### src/rtl/shift_pkg.sv
// Shared types and helpers for the pipelined barrel shifter (shift_pipe).
// Mode encoding and the dropped-bit OR used by the SHIFT_PIPE_STICKY_EN build.
package shift_pkg;

    typedef enum logic [1:0] {
        SH_LSL = 2'b00,
        SH_LSR = 2'b01,
        SH_ASR = 2'b10,
        SH_ROR = 2'b11
    } shift_mode_t;

    // Widest dropped slice the helper accepts; a stage never drops more than WIDTH/2 bits.
    localparam int STICKY_MAX_W = 64;

    function automatic logic sticky_or(input logic [STICKY_MAX_W-1:0] dropped);
        return |dropped;
    endfunction

endpackage

### src/rtl/shift_pipe_if.sv
// Valid/ready bus around shift_pipe: master is the producer/consumer side,
// slave is the shifter itself.
interface shift_pipe_if #(
    parameter int WIDTH = 16,
    parameter int TAG_W = 4
);
    import shift_pkg::*;

    localparam int SHW = $clog2(WIDTH);

    logic              in_valid;
    logic              in_ready;
    logic [WIDTH-1:0]  in_data;
    logic [SHW-1:0]    in_amt;
    shift_mode_t       in_mode;
    logic [TAG_W-1:0]  in_tag;

    logic              out_valid;
    logic              out_ready;
    logic [WIDTH-1:0]  out_data;
    logic              out_sticky;
    logic [TAG_W-1:0]  out_tag;

    modport master (
        output in_valid, in_data, in_amt, in_mode, in_tag, out_ready,
        input  in_ready, out_valid, out_data, out_sticky, out_tag
    );

    modport slave (
        input  in_valid, in_data, in_amt, in_mode, in_tag, out_ready,
        output in_ready, out_valid, out_data, out_sticky, out_tag
    );

endinterface

### src/rtl/shift_stage.sv
// One barrel-shifter stage: conditional shift by DIST followed by its pipeline register.
// Sticky tracking is only built when SHIFT_PIPE_STICKY_EN is defined.
module shift_stage
    import shift_pkg::*;
#(
    parameter int WIDTH = 16,
    parameter int TAG_W = 4,
    parameter int SHW   = 4,
    parameter int DIST  = 1
) (
    input  logic             clk,
    input  logic             rst,
    input  logic             adv,
    input  logic             valid_in,
    input  logic [WIDTH-1:0] data_in,
    input  logic [SHW-1:0]   amt_in,
    input  shift_mode_t      mode_in,
    input  logic             sticky_in,
    input  logic [TAG_W-1:0] tag_in,
    output logic             valid_out,
    output logic [WIDTH-1:0] data_out,
    output logic [SHW-1:0]   amt_out,
    output shift_mode_t      mode_out,
    output logic             sticky_out,
    output logic [TAG_W-1:0] tag_out
);

    localparam int BIT = $clog2(DIST);

    logic [WIDTH-1:0] shifted;
    logic [WIDTH-1:0] data_next;
    logic [DIST-1:0]  dropped;

    logic             valid_reg;
    logic [WIDTH-1:0] data_reg;
    logic [SHW-1:0]   amt_reg;
    shift_mode_t      mode_reg;
    logic [TAG_W-1:0] tag_reg;

    always_comb begin
        shifted = data_in;
        dropped = '0;
        case (mode_in)
            SH_LSL: begin
                shifted = {data_in[WIDTH-DIST-1:0], {DIST{1'b0}}};
                dropped = data_in[WIDTH-1 -: DIST];
            end
            SH_LSR: begin
                shifted = {{DIST{1'b0}}, data_in[WIDTH-1:DIST]};
                dropped = data_in[DIST-1:0];
            end
            // Earlier ASR stages keep the MSB equal to the original sign.
            SH_ASR: begin
                shifted = {{DIST{data_in[WIDTH-1]}}, data_in[WIDTH-1:DIST]};
                dropped = data_in[DIST-1:0];
            end
            SH_ROR: begin
                shifted = {data_in[DIST-1:0], data_in[WIDTH-1:DIST]};
            end
            default: begin
                shifted = data_in;
            end
        endcase
        data_next = amt_in[BIT] ? shifted : data_in;
    end

    always_ff @(posedge clk or posedge rst) begin
        if (rst) begin
            valid_reg <= 1'b0;
            data_reg  <= '0;
            amt_reg   <= '0;
            mode_reg  <= SH_LSL;
            tag_reg   <= '0;
        end else if (adv) begin
            valid_reg <= valid_in;
            data_reg  <= data_next;
            amt_reg   <= amt_in;
            mode_reg  <= mode_in;
            tag_reg   <= tag_in;
        end
    end

`ifdef SHIFT_PIPE_STICKY_EN
    logic sticky_reg;
    logic sticky_next;

    assign sticky_next = sticky_in | (amt_in[BIT] & sticky_or(STICKY_MAX_W'(dropped)));

    always_ff @(posedge clk or posedge rst) begin
        if (rst) begin
            sticky_reg <= 1'b0;
        end else if (adv) begin
            sticky_reg <= sticky_next;
        end
    end

    assign sticky_out = sticky_reg;
`else
    logic unused_sticky;
    assign unused_sticky = sticky_in ^ (^dropped);
    assign sticky_out    = 1'b0;
`endif

    assign valid_out = valid_reg;
    assign data_out  = data_reg;
    assign amt_out   = amt_reg;
    assign mode_out  = mode_reg;
    assign tag_out   = tag_reg;

endmodule

### src/rtl/shift_pipe.sv
// Pipelined barrel shifter: log2(WIDTH) registered stages under one global advance.
// Define SHIFT_PIPE_STICKY_EN to build the discarded-bit sticky output.
module shift_pipe
    import shift_pkg::*;
#(
    parameter int WIDTH = 16,
    parameter int TAG_W = 4
) (
    input  logic        clk,
    input  logic        rst,
    shift_pipe_if.slave bus
);

    localparam int SHW = $clog2(WIDTH);

    logic             adv;
    logic             valid_s  [SHW+1];
    logic [WIDTH-1:0] data_s   [SHW+1];
    logic [SHW-1:0]   amt_s    [SHW+1];
    shift_mode_t      mode_s   [SHW+1];
    logic             sticky_s [SHW+1];
    logic [TAG_W-1:0] tag_s    [SHW+1];
    logic             unused_tail;

    // Every stage moves together, so a bubble anywhere is squeezed out only at the output.
    assign adv          = !valid_s[SHW] || bus.out_ready;
    assign bus.in_ready = adv && !rst;

    assign valid_s[0]  = bus.in_valid;
    assign data_s[0]   = bus.in_data;
    assign amt_s[0]    = bus.in_amt;
    assign mode_s[0]   = bus.in_mode;
    assign sticky_s[0] = 1'b0;
    assign tag_s[0]    = bus.in_tag;

    generate
        for (genvar gi = 0; gi < SHW; gi++) begin : g_stage
            shift_stage #(
                .WIDTH (WIDTH),
                .TAG_W (TAG_W),
                .SHW   (SHW),
                .DIST  (1 << gi)
            ) u_stage (
                .clk        (clk),
                .rst        (rst),
                .adv        (adv),
                .valid_in   (valid_s[gi]),
                .data_in    (data_s[gi]),
                .amt_in     (amt_s[gi]),
                .mode_in    (mode_s[gi]),
                .sticky_in  (sticky_s[gi]),
                .tag_in     (tag_s[gi]),
                .valid_out  (valid_s[gi+1]),
                .data_out   (data_s[gi+1]),
                .amt_out    (amt_s[gi+1]),
                .mode_out   (mode_s[gi+1]),
                .sticky_out (sticky_s[gi+1]),
                .tag_out    (tag_s[gi+1])
            );
        end
    endgenerate

    assign unused_tail = ^{amt_s[SHW], mode_s[SHW]};

    assign bus.out_valid  = valid_s[SHW];
    assign bus.out_data   = data_s[SHW];
    assign bus.out_sticky = sticky_s[SHW];
    assign bus.out_tag    = tag_s[SHW];

endmodule

### src/flat_wrapper.sv
// flat-port wrapper written by rule: the top's interface ports become plain ports
module shift_pipe_flat import shift_pkg::*;
#(
    parameter int WIDTH = 16,
    parameter int TAG_W = 4
)
  (clk, rst, bus_in_valid, bus_in_data, bus_in_amt, bus_in_mode, bus_in_tag, bus_out_ready, bus_in_ready, bus_out_valid, bus_out_data, bus_out_sticky, bus_out_tag);
  shift_pipe_if #(.WIDTH(WIDTH), .TAG_W(TAG_W)) bus_i ();
  input  logic clk;
  input  logic rst;
  input wire logic [$bits(bus_i.in_valid)-1:0] bus_in_valid;
  input wire logic [$bits(bus_i.in_data)-1:0] bus_in_data;
  input wire logic [$bits(bus_i.in_amt)-1:0] bus_in_amt;
  input wire logic [$bits(bus_i.in_mode)-1:0] bus_in_mode;
  input wire logic [$bits(bus_i.in_tag)-1:0] bus_in_tag;
  input wire logic [$bits(bus_i.out_ready)-1:0] bus_out_ready;
  output wire logic [$bits(bus_i.in_ready)-1:0] bus_in_ready;
  output wire logic [$bits(bus_i.out_valid)-1:0] bus_out_valid;
  output wire logic [$bits(bus_i.out_data)-1:0] bus_out_data;
  output wire logic [$bits(bus_i.out_sticky)-1:0] bus_out_sticky;
  output wire logic [$bits(bus_i.out_tag)-1:0] bus_out_tag;
  assign bus_i.in_valid = bus_in_valid;
  assign bus_i.in_data = bus_in_data;
  assign bus_i.in_amt = bus_in_amt;
  assign bus_i.in_mode = bus_in_mode;
  assign bus_i.in_tag = bus_in_tag;
  assign bus_i.out_ready = bus_out_ready;
  assign bus_in_ready = bus_i.in_ready;
  assign bus_out_valid = bus_i.out_valid;
  assign bus_out_data = bus_i.out_data;
  assign bus_out_sticky = bus_i.out_sticky;
  assign bus_out_tag = bus_i.out_tag;
  shift_pipe #(.WIDTH(WIDTH), .TAG_W(TAG_W)) u_core (.clk(clk), .rst(rst), .bus(bus_i));
endmodule
### config.mk
export PLATFORM = sky130hd
export DESIGN_NAME = shift_pipe_flat
export DESIGN_NICKNAME = d
export VERILOG_FILES = /design/src/rtl/shift_pkg.sv /design/src/rtl/shift_pipe_if.sv /design/src/rtl/shift_stage.sv /design/src/rtl/shift_pipe.sv /design/src/flat_wrapper.sv
export SDC_FILE = /design/constraint.sdc
export NUM_CORES = 1
export LEC_CHECK = 0
export ABC_AREA = 1
export CORE_ASPECT_RATIO = 1.2
export CORE_MARGIN = 8
export CORE_UTILIZATION = 60
export CTS_BUF_LIST = sky130_fd_sc_hd__clkbuf_4
export CTS_CLUSTER_DIAMETER = 30
export DETAILED_ROUTE_END_ITERATION = 7
export PLACE_DENSITY_LB_ADDON = 0.25
export SLEW_MARGIN = 0
export SYNTH_ARGS = -nofsm -noshare
export SYNTH_HDL_FRONTEND = slang
export SYNTH_SLANG_ARGS = --single-unit
### constraint.sdc
create_clock -name clk -period 6.7 [get_ports clk]
set_input_delay 1.34 -clock clk [delete_from_list [all_inputs] [get_ports clk]]
set_output_delay 1.34 -clock clk [all_outputs]
set_load 0.005 [all_outputs]
==> metrics.md, run 1 <==
| Metric | Value |
|---|---|
| Status | completed |
| Core area | ~0.0085 mm2 |
| CP Max Fanout | 2 |
| Fin util | 0.664 |
| Post-Syn Nets | around 760 |
| GR Overflow Total | 0 |
| Total Nets Final | a little under 800 |
| Total power | approximately 2300 uW |
| Most common cell after layout, fill and taps aside | nand2_1 |
| Avg Inst Size Synth | 7.09 um2 |
| Slowest cell delay on critical path | around 500 ps |
| Setup TNS | 0 ps |
| Hold Path Class | reg2reg |
| TritonRoute pass-1 iters | 5 |
| WL per Instance | between 10 and 15 um |
| Worst vdd ir | around 0.00014 V |
| DR vias | approximately 4400 |
| Critical path depth | 6 |
| Worst clock skew | ~17 ps |
| Cts bufs inserted | 9 |
| Count of state elements after synthesis | 96 |
| Hpwl dp | around 7.1 mm |
| Number of port buffers | 51 |
| Initial Util | 0.611 |
| Crit path arrival time | 2510 ps |
| Pin count of the biggest net entering global routing | between 100 and 150 |
| Max H-tree Level | 3 |
| Slowest-stage cell, CP | clkdlybuf4s50_1 |
| Drt initial violations | about 230 |
| Rel. slew slack | 0.292 |
| Area growth syn-to-layout | 8.65% |
| Critical Path Source Type | input pin |
| Max Buffers Root-to-Sink | 2 |
| Setup bufs post-CTS | 0 |
| Fin cells | between 800 and 900 |
| Vias in the first global route | between 4000 and 5000 |
| Cell Chain, Critical Path | clkdlybuf4s50_1 > inv_1 > nand2_4 > inv_2 > nor2_1 > clkdlybuf4s50_1 |
| Achievable clock frequency | around 0.26 GHz |
| Clk sinks | 96 |
| Setup violators final | 0 |
| Vias per std cell | a little over 5 |
| Layout fillers | 784 |
| Yosys cell types | 22 |
| Layout cells sized above 1 | 0.0481 |
| Clock root cell | clkbuf_4 |
| Commonest cells after routing, fill and taps aside | nand2_1, dfrtp_1, inv_1 |
| Reg clk slew, reported paths | about 120 ps |
| Post-route antenna net violation count | 0 |
| Mapped Cells | between 700 and 800 |
| Worst Setup Slack, final | about 2800 ps |
| Leakage | 0.00295 uW |
| Routability-driven placement congestion ratio | around 0.9 |
| First-pass GRT wire length | roughly 18 mm |
| Die X | slightly above 100 um |
| Worst R2R Path Depth | 5 |
| I/O Pins | 53 |
| Post-cts sizing count | 0 |
| Final period util | 0.575 |
| Total die area | 0.0119 mm2 |
| Least-Margin Pin Slew | 1060 ps |
| Drt total wl | a little over 10 mm |
| Row cnt | 37 |
| Clock latency on the worst-skew pair | approximately 450 ps |
| Final min period | 3850 ps |
| CTS tree | done |
| Crit end category | primary output |
| CP Class | in2out |
| PD cells | 411 mW/mm2 |
| Hold path cells | 2 |
| Internal reg-to-reg setup slack | a little under 5000 ps |
| Minimum setup slack after placement | about 2800 ps |
| Chip Height | roughly 120 um |
| DRC | 0 |
| Dpl cells | 850 |
| Yosys Warn Count | 0 |
| Multi-input logic area | between 0.002 and 0.0025 mm2 |
| Max-slew violations | 0 |
| GRT Total Usage | 0.181 |
| Register area share after synthesis | 0.461 |
| Cell mode on critical path | clkdlybuf4s50_1 |
| RSZ-0062 raised after global routing | no |
| Cell family with most CP delay | buffers and inverters |
| CP bufs+invs | 4 |
| Initial antenna violation count | 1 |
| Max cap viols | 0 |
| Mapped cell area | ~0.0052 mm2 |
| Post-CTS Hold Buffers | 0 |
| Data required, critical path | approximately 5400 ps |
| Final hold violations | 0 |
| Register area | ~0.0024 mm2 |
[cell families after synthesis]
logic type,after synthesis,synth area share
other,1,0.000720
AOI/OAI and AO/OA,125,0.122
and+or+nand+nor,354,0.276
DFF,96,0.461
buffers and inverters,158,0.140
[power by group]
part	internal (uW)	switching, uW
Combinational	418	584
Clock	77.8	184
Sequential	837	222
[per-layer routing]
metal / global-route usage / wire (um)
met1: 0.202 / 4340
met5: 0 / 0
met3: 0.0290 / 407
met2: 0.329 / 5220
met4: 0.0710 / 212
[flip-flops by register name, indices dropped and copies added (netlist names)]
name                              cells
u_core.g_stage.u_stage.mode_out       6
u_core.g_stage.u_stage.amt_out        6
u_core.g_stage.u_stage.valid_out      4
u_core.g_stage.u_stage.tag_out       16
u_core.g_stage.u_stage.data_out      64
[cell type report]
cell class | count | share of cell area
timing repair buffer | 54 | 0.0942
tap | 117 | 0.0259
sequential | 96 | 0.425
antenna | 1 | 0.000442
clock buffer | 10 | 0.0133
multi-input combinational | 480 | 0.367
clock inverter | 6 | 0.00641
inverter | 103 | 0.0686
[worst paths after layout]
path,startpoint,end
min in group asynchronous,rst,u_core.g_stage[3].u_stage.tag_out[3]
max,bus_out_ready,bus_in_ready
min,u_core.g_stage[2].u_stage.valid_out,u_core.g_stage[3].u_stage.valid_out
max reg2reg,u_core.g_stage[3].u_stage.valid_out,u_core.g_stage[0].u_stage.data_out[9]
max in group asynchronous,rst,u_core.g_stage[0].u_stage.data_out[15]
min reg2reg,u_core.g_stage[2].u_stage.valid_out,u_core.g_stage[3].u_stage.valid_out
[per-stage QoR]
stage	hold WS, ps	cell area, um2
2_1_floorplan	419	5210
3_3_place_gp	430	5540
3_5_place_dp	444	5540
4_1_cts	476	5660
5_1_grt	493	5660
6_report	467	5660
[worst reg2reg max path, cell delays in order (launching register included)]
cell and delay (ps):
dfrtp_1 430, nand2_4 80, buf_4 800, o21ai_0 300
inv_1 100, a21oi_1 70
[synth_stat cells]
master,count,area (um2)
nor2_2,3,18.8
nand2_4,1,11.3
nand2_1,235,882
buf_6,3,33.8
buf_4,24,180
nor2_1,51,191
clkinv_1,1,3.75
inv_1,96,360
buf_1,2,7.51
o21ai_2,2,17.5
clkbuf_4,1,7.51
conb_1,1,3.75
nand3_1,59,295
dfrtp_1,96,2400
inv_2,6,22.5
nand2_2,3,18.8
clkbuf_1,8,30.0
nand3_2,2,20.0
o21ai_0,71,355
o21ai_1,4,20.0
a21oi_1,48,240
buf_2,17,85.1
No activity file was read; power rests on OpenSTA's default activity.
==> run 2, diff against run 1 <==
--- a/config.mk
+++ b/config.mk
@@ -8,7 +8,7 @@
 export ABC_AREA = 1
 export CORE_ASPECT_RATIO = 1.2
 export CORE_MARGIN = 8
-export CORE_UTILIZATION = 60
+export CORE_UTILIZATION = 59
 export CTS_BUF_LIST = sky130_fd_sc_hd__clkbuf_4
 export CTS_CLUSTER_DIAMETER = 30
 export DETAILED_ROUTE_END_ITERATION = 7
==> constraint.sdc (replaced) <==
create_clock -name clk -period 3.7 [get_ports clk]
set_input_delay 0.74 -clock clk [delete_from_list [all_inputs] [get_ports clk]]
set_output_delay 0.74 -clock clk [all_outputs]
set_load 0.005 [all_outputs]
==> run 2 against run 1 <==
Critical path depth unchanged. Via count shrank 0.81%. Clock power increased by 100%. First-iteration DRC count rose by 9.7%. Worst setup slack got worse by 1800 ps. Routed wire length about the same. Hold slack better by 4.1 ps. Global-route usage barely moved. Clock skew fell by 5.9 ps. Count of clock-buffer cells in the layout did not move. Power up 83%. Sequential share of layout area down 0.20 points.
==> metrics.md, run 2 (synthesized netlist as in run 1, its figures left out) <==
| Metric | Value |
|---|---|
| Status | completed |
| Total Nets Final | between 700 and 800 |
| Layout cells sized above 1 | 0.0441 |
| CP Max Fanout | 2 |
| Max cap viols | 0 |
| Hold Path Class | reg2reg |
| Core area | 0.00856 mm2 |
| First-pass GRT wire length | 18.2 mm |
| Hold EP | u_core.g_stage[3].u_stage.valid_out |
| Setup violators final | 0 |
| Cell Chain, Critical Path | clkdlybuf4s50_1 > inv_1 > nand2_4 > inv_2 > nor2_1 > clkdlybuf4s50_1 |
| CP Class | in2out |
| Achievable clock frequency | ~0.38 GHz |
| Cell mode on critical path | clkdlybuf4s50_1 |
| Clk network pwr share | 0.123 |
| Leakage | about 0.0030 uW |
| Setup TNS | 0 ps |
| Crit end category | primary output |
| Most common cell after layout, fill and taps aside | nand2_1 |
| Max H-tree Level | 3 |
| Post-cts sizing count | 0 |
| Area growth syn-to-layout | 9.15% |
| Total die area | around 0.012 mm2 |
| Vias per std cell | about 5.1 |
| Worst clock skew | roughly 11 ps |
| GR Overflow Total | 0 |
| End of the worst register-to-register path | u_core.g_stage[1].u_stage.data_out[5] |
| Routability-driven placement congestion ratio | between 0.9 and 1 |
| CP bufs+invs | 4 |
| Cell family with most CP delay | buffers and inverters |
| R2r startpoint | u_core.g_stage[3].u_stage.valid_out |
| Hold path startpoint | u_core.g_stage[2].u_stage.valid_out |
| RSZ-0062 raised after global routing | no |
| Vias in the first global route | roughly 4300 |
| Fin cells | 867 |
| Pin count of the biggest net entering global routing | roughly 130 |
| Initial antenna violation count | 1 |
| I/O Pins | 53 |
| Post-CTS Hold Buffers | 0 |
| Setup bufs post-CTS | 0 |
| Data required, critical path | 2960 ps |
| Worst R2R Path Depth | 5 |
| Flop pwr share | 0.452 |
| Max Buffers Root-to-Sink | 2 |
| CTS tree | done |
| PD cells | 748 mW/mm2 |
| Hold path cells | 2 |
| Post-route antenna net violation count | 0 |
| Least-Margin Pin Slew | slightly above 1000 ps |
| DRC | 0 |
| Internal reg-to-reg setup slack | roughly 1900 ps |
| Final period util | 0.714 |
| TritonRoute pass-1 iters | 5 |
| Row cnt | 37 |
| Rel. slew slack | 0.314 |
| Drt total wl | just over 10 mm |
| Cts bufs inserted | 9 |
| Slowest cell delay on critical path | ~500 ps |
| Commonest cells after routing, fill and taps aside | nand2_1, dfrtp_1, inv_1 |
| Crit path arrival time | around 1900 ps |
| Max FFs per register | 64 |
| Internal Power | between 2000 and 2500 uW |
| Max-slew violations | 0 |
| Critical Path Source Type | input pin |
| DR vias | approximately 4400 |
| Number of port buffers | 51 |
| Logic pwr share | 0.425 |
| Setup crit start | bus_out_ready |
| Sw Pwr | approximately 1800 uW |
| Drt initial violations | 248 |
| Final hold violations | 0 |
| Chip Height | approximately 120 um |
| Worst vdd ir | 0.000371 V |
| Slowest-stage cell, CP | clkdlybuf4s50_1 |
| Final min period | roughly 2600 ps |
| Reg clk slew, reported paths | ~130 ps |
| Clock root cell | clkbuf_4 |
| Hpwl dp | between 7 and 8 mm |
| Dpl cells | 850 |
| Clk sinks | 96 |
| Die X | 102 um |
| WL per Instance | between 10 and 15 um |
| GRT Total Usage | 0.181 |
| Clock latency on the worst-skew pair | roughly 440 ps |
| Sw Ratio | 0.417 |
| Initial Util | 0.608 |
run 2: changes by cell type in the layout (fill, tap and decap cells not counted):
cell        before  now
clkinv_2         3    2
clkinvlp_4       3    0
buf_4            3    2
clkinv_1         2    5
bufinv_16        0    1
buf_12           0    1
run 2: worst max path at each step:
stage                                                      end  slack, ps  cells after the start
after floorplan           u_core.g_stage[0].u_stage.amt_out[1]        450                      1
after global placement                            bus_in_ready       1050                      6
after detailed placement                          bus_in_ready       1040                      6
after CTS                                         bus_in_ready       1040                      6
after global routing                              bus_in_ready        990                      6
final                                             bus_in_ready       1060                      6
run 2: power groups by stage:
| stage | Clock, uW | Combinational (uW) | Sequential (uW) |
|---|---|---|---|
| floorplan | 0 | 1560 | 1770 |
| global placement | 0 | 1760 | 1910 |
| detailed placement | 0 | 1800 | 1940 |
| CTS | 539 | 1820 | 1910 |
| global route | 589 | 2120 | 1990 |
| finish | 524 | 1810 | 1920 |
run 2: tightest hold or removal path, stage by stage, from the launching register on:
cell and delay, ps:
dfrtp_1 350, inv_1 40, nand2_1 50
run 2: layout make-up:
cell class	instances	area, um2
Fill cell	762	2880
Sequential cell	96	2400
Multi-Input combinational cell	480	2070
Timing Repair Buffer	54	546
Inverter	103	388
Tap cell	117	146
Clock buffer	10	75.1
Clock inverter	6	50.0
Antenna cell	1	2.50
run 2: routing by layer:
| metal | global-route usage | up-vias | wire (um) |
|---|---|---|---|
| met2 | 0.313 | 100 | 5100 |
| met3 | 0.0355 | 15 | 400 |
| li1 | - | 2277 | - |
| met1 | 0.205 | 2002 | 4460 |
| met5 | 0 | - | 0 |
| met4 | 0.0924 | 0 | 208 |
run 2: through the flow:
stage                     total power, uW  worst slack, ps  utilization  hold slack [ps]  instance area (um2)
after floorplan                      3330              455            -              419                 5210
after global placement               3670             1050        0.649              430                 5560
after detailed placement             3740             1040        0.649              442                 5560
after CTS                            4270             1040        0.663              475                 5680
after global routing                 4690              994        0.664              517                 5680
final                                4250             1060        0.664              471                 5680
==> run 3, diff against run 2 <==
--- a/config.mk
+++ b/config.mk
@@ -8,7 +8,7 @@
 export ABC_AREA = 1
 export CORE_ASPECT_RATIO = 1.2
 export CORE_MARGIN = 8
-export CORE_UTILIZATION = 59
+export CORE_UTILIZATION = 53
 export CTS_BUF_LIST = sky130_fd_sc_hd__clkbuf_4
 export CTS_CLUSTER_DIAMETER = 30
 export DETAILED_ROUTE_END_ITERATION = 7
==> constraint.sdc (replaced) <==
create_clock -name clk -period 2.41 [get_ports clk]
set_input_delay 0.482 -clock clk [delete_from_list [all_inputs] [get_ports clk]]
set_output_delay 0.482 -clock clk [all_outputs]
set_load 0.005 [all_outputs]
==> run 3 against run 2 <==
First-iteration DRC count is 15% lower. Power grew 53%. Hold slack lost 29 ps. Critical endpoint unchanged. Die area rose by 9.6%. Register-to-register slack worse by 1000 ps. Sequential share of layout area fell by 0.30 points. Non-clock buffer count up 3. Sequential power is 51% higher. Routed wire length is 2.4% higher. Flip-flop and latch count stayed put. Utilization decreased by 6.5 points.
==> metrics.md, run 3 (synthesized netlist as in run 1, its figures left out) <==
| Metric | Value |
|---|---|
| Post-cts sizing count | 0 |
| Total die area | roughly 0.013 mm2 |
| Worst clock skew | 15.6 ps |
| Reg clk slew, reported paths | around 130 ps |
| Cts bufs inserted | 9 |
| Routability-driven placement congestion ratio | roughly 0.96 |
| Least-Margin Pin Slew | about 800 ps |
| Setup violators final | 0 |
| Number of port buffers | 51 |
| Layout fillers | between 900 and 1000 |
| Setup bufs post-CTS | 0 |
| Register area | 0.00240 mm2 |
| Multi-input logic area | between 0.002 and 0.0025 mm2 |
| GRT Total Usage | 0.167 |
| Logic pwr share | 0.440 |
| Setup TNS | 0 ps |
| Drt total wl | between 10 and 15 mm |
| Row cnt | 39 |
| Max Buffers Root-to-Sink | 2 |
| Sw Pwr | between 2000 and 3000 uW |
| Data required, critical path | slightly below 2000 ps |
| Critical Path Source Type | input pin |
| Final period util | 0.906 |
| Leakage | 0.00299 uW |
| Cell mode on critical path | clkdlybuf4s50_1 |
| Worst vdd ir | between 0.0004 and 0.0005 V |
| Clk sinks | 96 |
| Area growth syn-to-layout | 9.92% |
| Achievable clock frequency | between 0.4 and 0.5 GHz |
| Total Nets Final | slightly below 800 |
| Vias per std cell | 5.00 |
| DRC | 0 |
| I/O Pins | 53 |
| CP Class | in2out |
| Clock latency on the worst-skew pair | about 440 ps |
| CTS tree | done |
| Post-CTS Hold Buffers | 0 |
| Pin count of the biggest net entering global routing | between 100 and 150 |
| PD cells | 1130 mW/mm2 |
| Cell Chain, Critical Path | clkdlybuf4s50_1 > inv_1 > nand2_4 > inv_2 > nor2_1 > clkdlybuf4s50_1 |
| R2r startpoint | u_core.g_stage[2].u_stage.amt_out[3] |
| Cell family with most CP delay | buffers and inverters |
| Internal reg-to-reg setup slack | 830 ps |
| Clk network pwr share | 0.114 |
| Sw Ratio | 0.418 |
| Slowest cell delay on critical path | 510 ps |
| CP Max Fanout | 2 |
| Hold Path Class | in2async |
| Commonest cells after routing, fill and taps aside | nand2_1, dfrtp_1, inv_1 |
| Layout cells sized above 1 | 0.0519 |
| Hpwl dp | between 7 and 8 mm |
| Setup crit start | bus_out_ready |
| Flop pwr share | 0.447 |
| RSZ-0062 raised after global routing | no |
| Chip Height | about 120 um |
| Max H-tree Level | 3 |
| Internal Power | 3780 uW |
| Clock root cell | clkbuf_4 |
| Initial Util | 0.544 |
| CP bufs+invs | 4 |
| Status | completed |
| Crit end category | primary output |
| Initial antenna violation count | 0 |
| Post-route antenna net violation count | 0 |
| First-pass GRT wire length | ~19 mm |
| Vias in the first global route | 4283 |
| DR vias | around 4400 |
| GR Overflow Total | 0 |
| WL per Instance | about 12 um |
| Final hold violations | 0 |
| Max-slew violations | 0 |
| Rel. slew slack | 0.457 |
| Minimum setup slack after placement | ~220 ps |
| Final min period | about 2200 ps |
| Core area | 0.00956 mm2 |
| End of the worst register-to-register path | u_core.g_stage[3].u_stage.data_out[4] |
| Drt initial violations | approximately 210 |
| Max cap viols | 0 |
| TritonRoute pass-1 iters | 6 |
| Crit path arrival time | ~1700 ps |
| Worst Setup Slack, final | 227 ps |
| Die X | between 100 and 150 um |
| Max FFs per register | between 60 and 70 |
| ANT cells | 0 |
| Slowest-stage cell, CP | clkdlybuf4s50_1 |
| Worst hold slack | 442 ps |
| Most common cell after layout, fill and taps aside | nand2_1 |
| Worst R2R Path Depth | 3 |
==> run 3: layout make-up <==
type / count / share of cell area
flip-flops and latches: 96 / 0.420
clock inverters: 1 / 0.000874
well taps: 123 / 0.0269
clock buffers: 14 / 0.0184
repair buffers: 57 / 0.104
inverters: 103 / 0.0682
multi-input cells: 480 / 0.362
==> run 3: routing by layer <==
layer  up-vias  GRT usage  routed length, um
met5         -          0                  0
met4         0     0.0680                149
met3        10     0.0326                417
met2        85      0.299               5370
met1      2000      0.187               4480
li1       2275          -                  -
==> run 3: metrics by stage <==
stage          utilization  instance area (um2)  cells  power (uW)
2_1_floorplan            -                 5210    734        5120
3_3_place_gp         0.587                 5610    859        5690
3_5_place_dp         0.587                 5610    859        5790
4_1_cts              0.599                 5720    874        6540
6_report             0.599                 5720    874        6490
5_1_grt              0.599                 5720    874        7170
==> run 3: worst register-to-register path: cells and delay by family, from the launching register on <==
kind	cells	cell delay [ps]
buffers and inverters	1	420
flip-flops	1	710
AO/OA/AOI/OAI	2	330
==> run 3: worst max path at each step <==
| stage | slack [ps] | cells after the start | to |
|---|---|---|---|
| 2_1_floorplan | 790 | 1 | u_core.g_stage[0].u_stage.amt_out[1] |
| 3_5_place_dp | 220 | 6 | bus_in_ready |
| 5_1_grt | 180 | 6 | bus_in_ready |
| 3_3_place_gp | 240 | 6 | bus_in_ready |
| 4_1_cts | 220 | 6 | bus_in_ready |
| 6_report | 230 | 6 | bus_in_ready |
==> run 3: power groups by stage <==
| stage | Combinational, uW | Clock, uW | Sequential, uW |
|---|---|---|---|
| 6_report | 2850 | 739 | 2900 |
| 5_1_grt | 3340 | 828 | 3000 |
| 4_1_cts | 2890 | 763 | 2900 |
| 3_5_place_dp | 2860 | 0 | 2930 |
| 3_3_place_gp | 2790 | 0 | 2890 |
| 2_1_floorplan | 2400 | 0 | 2720 |
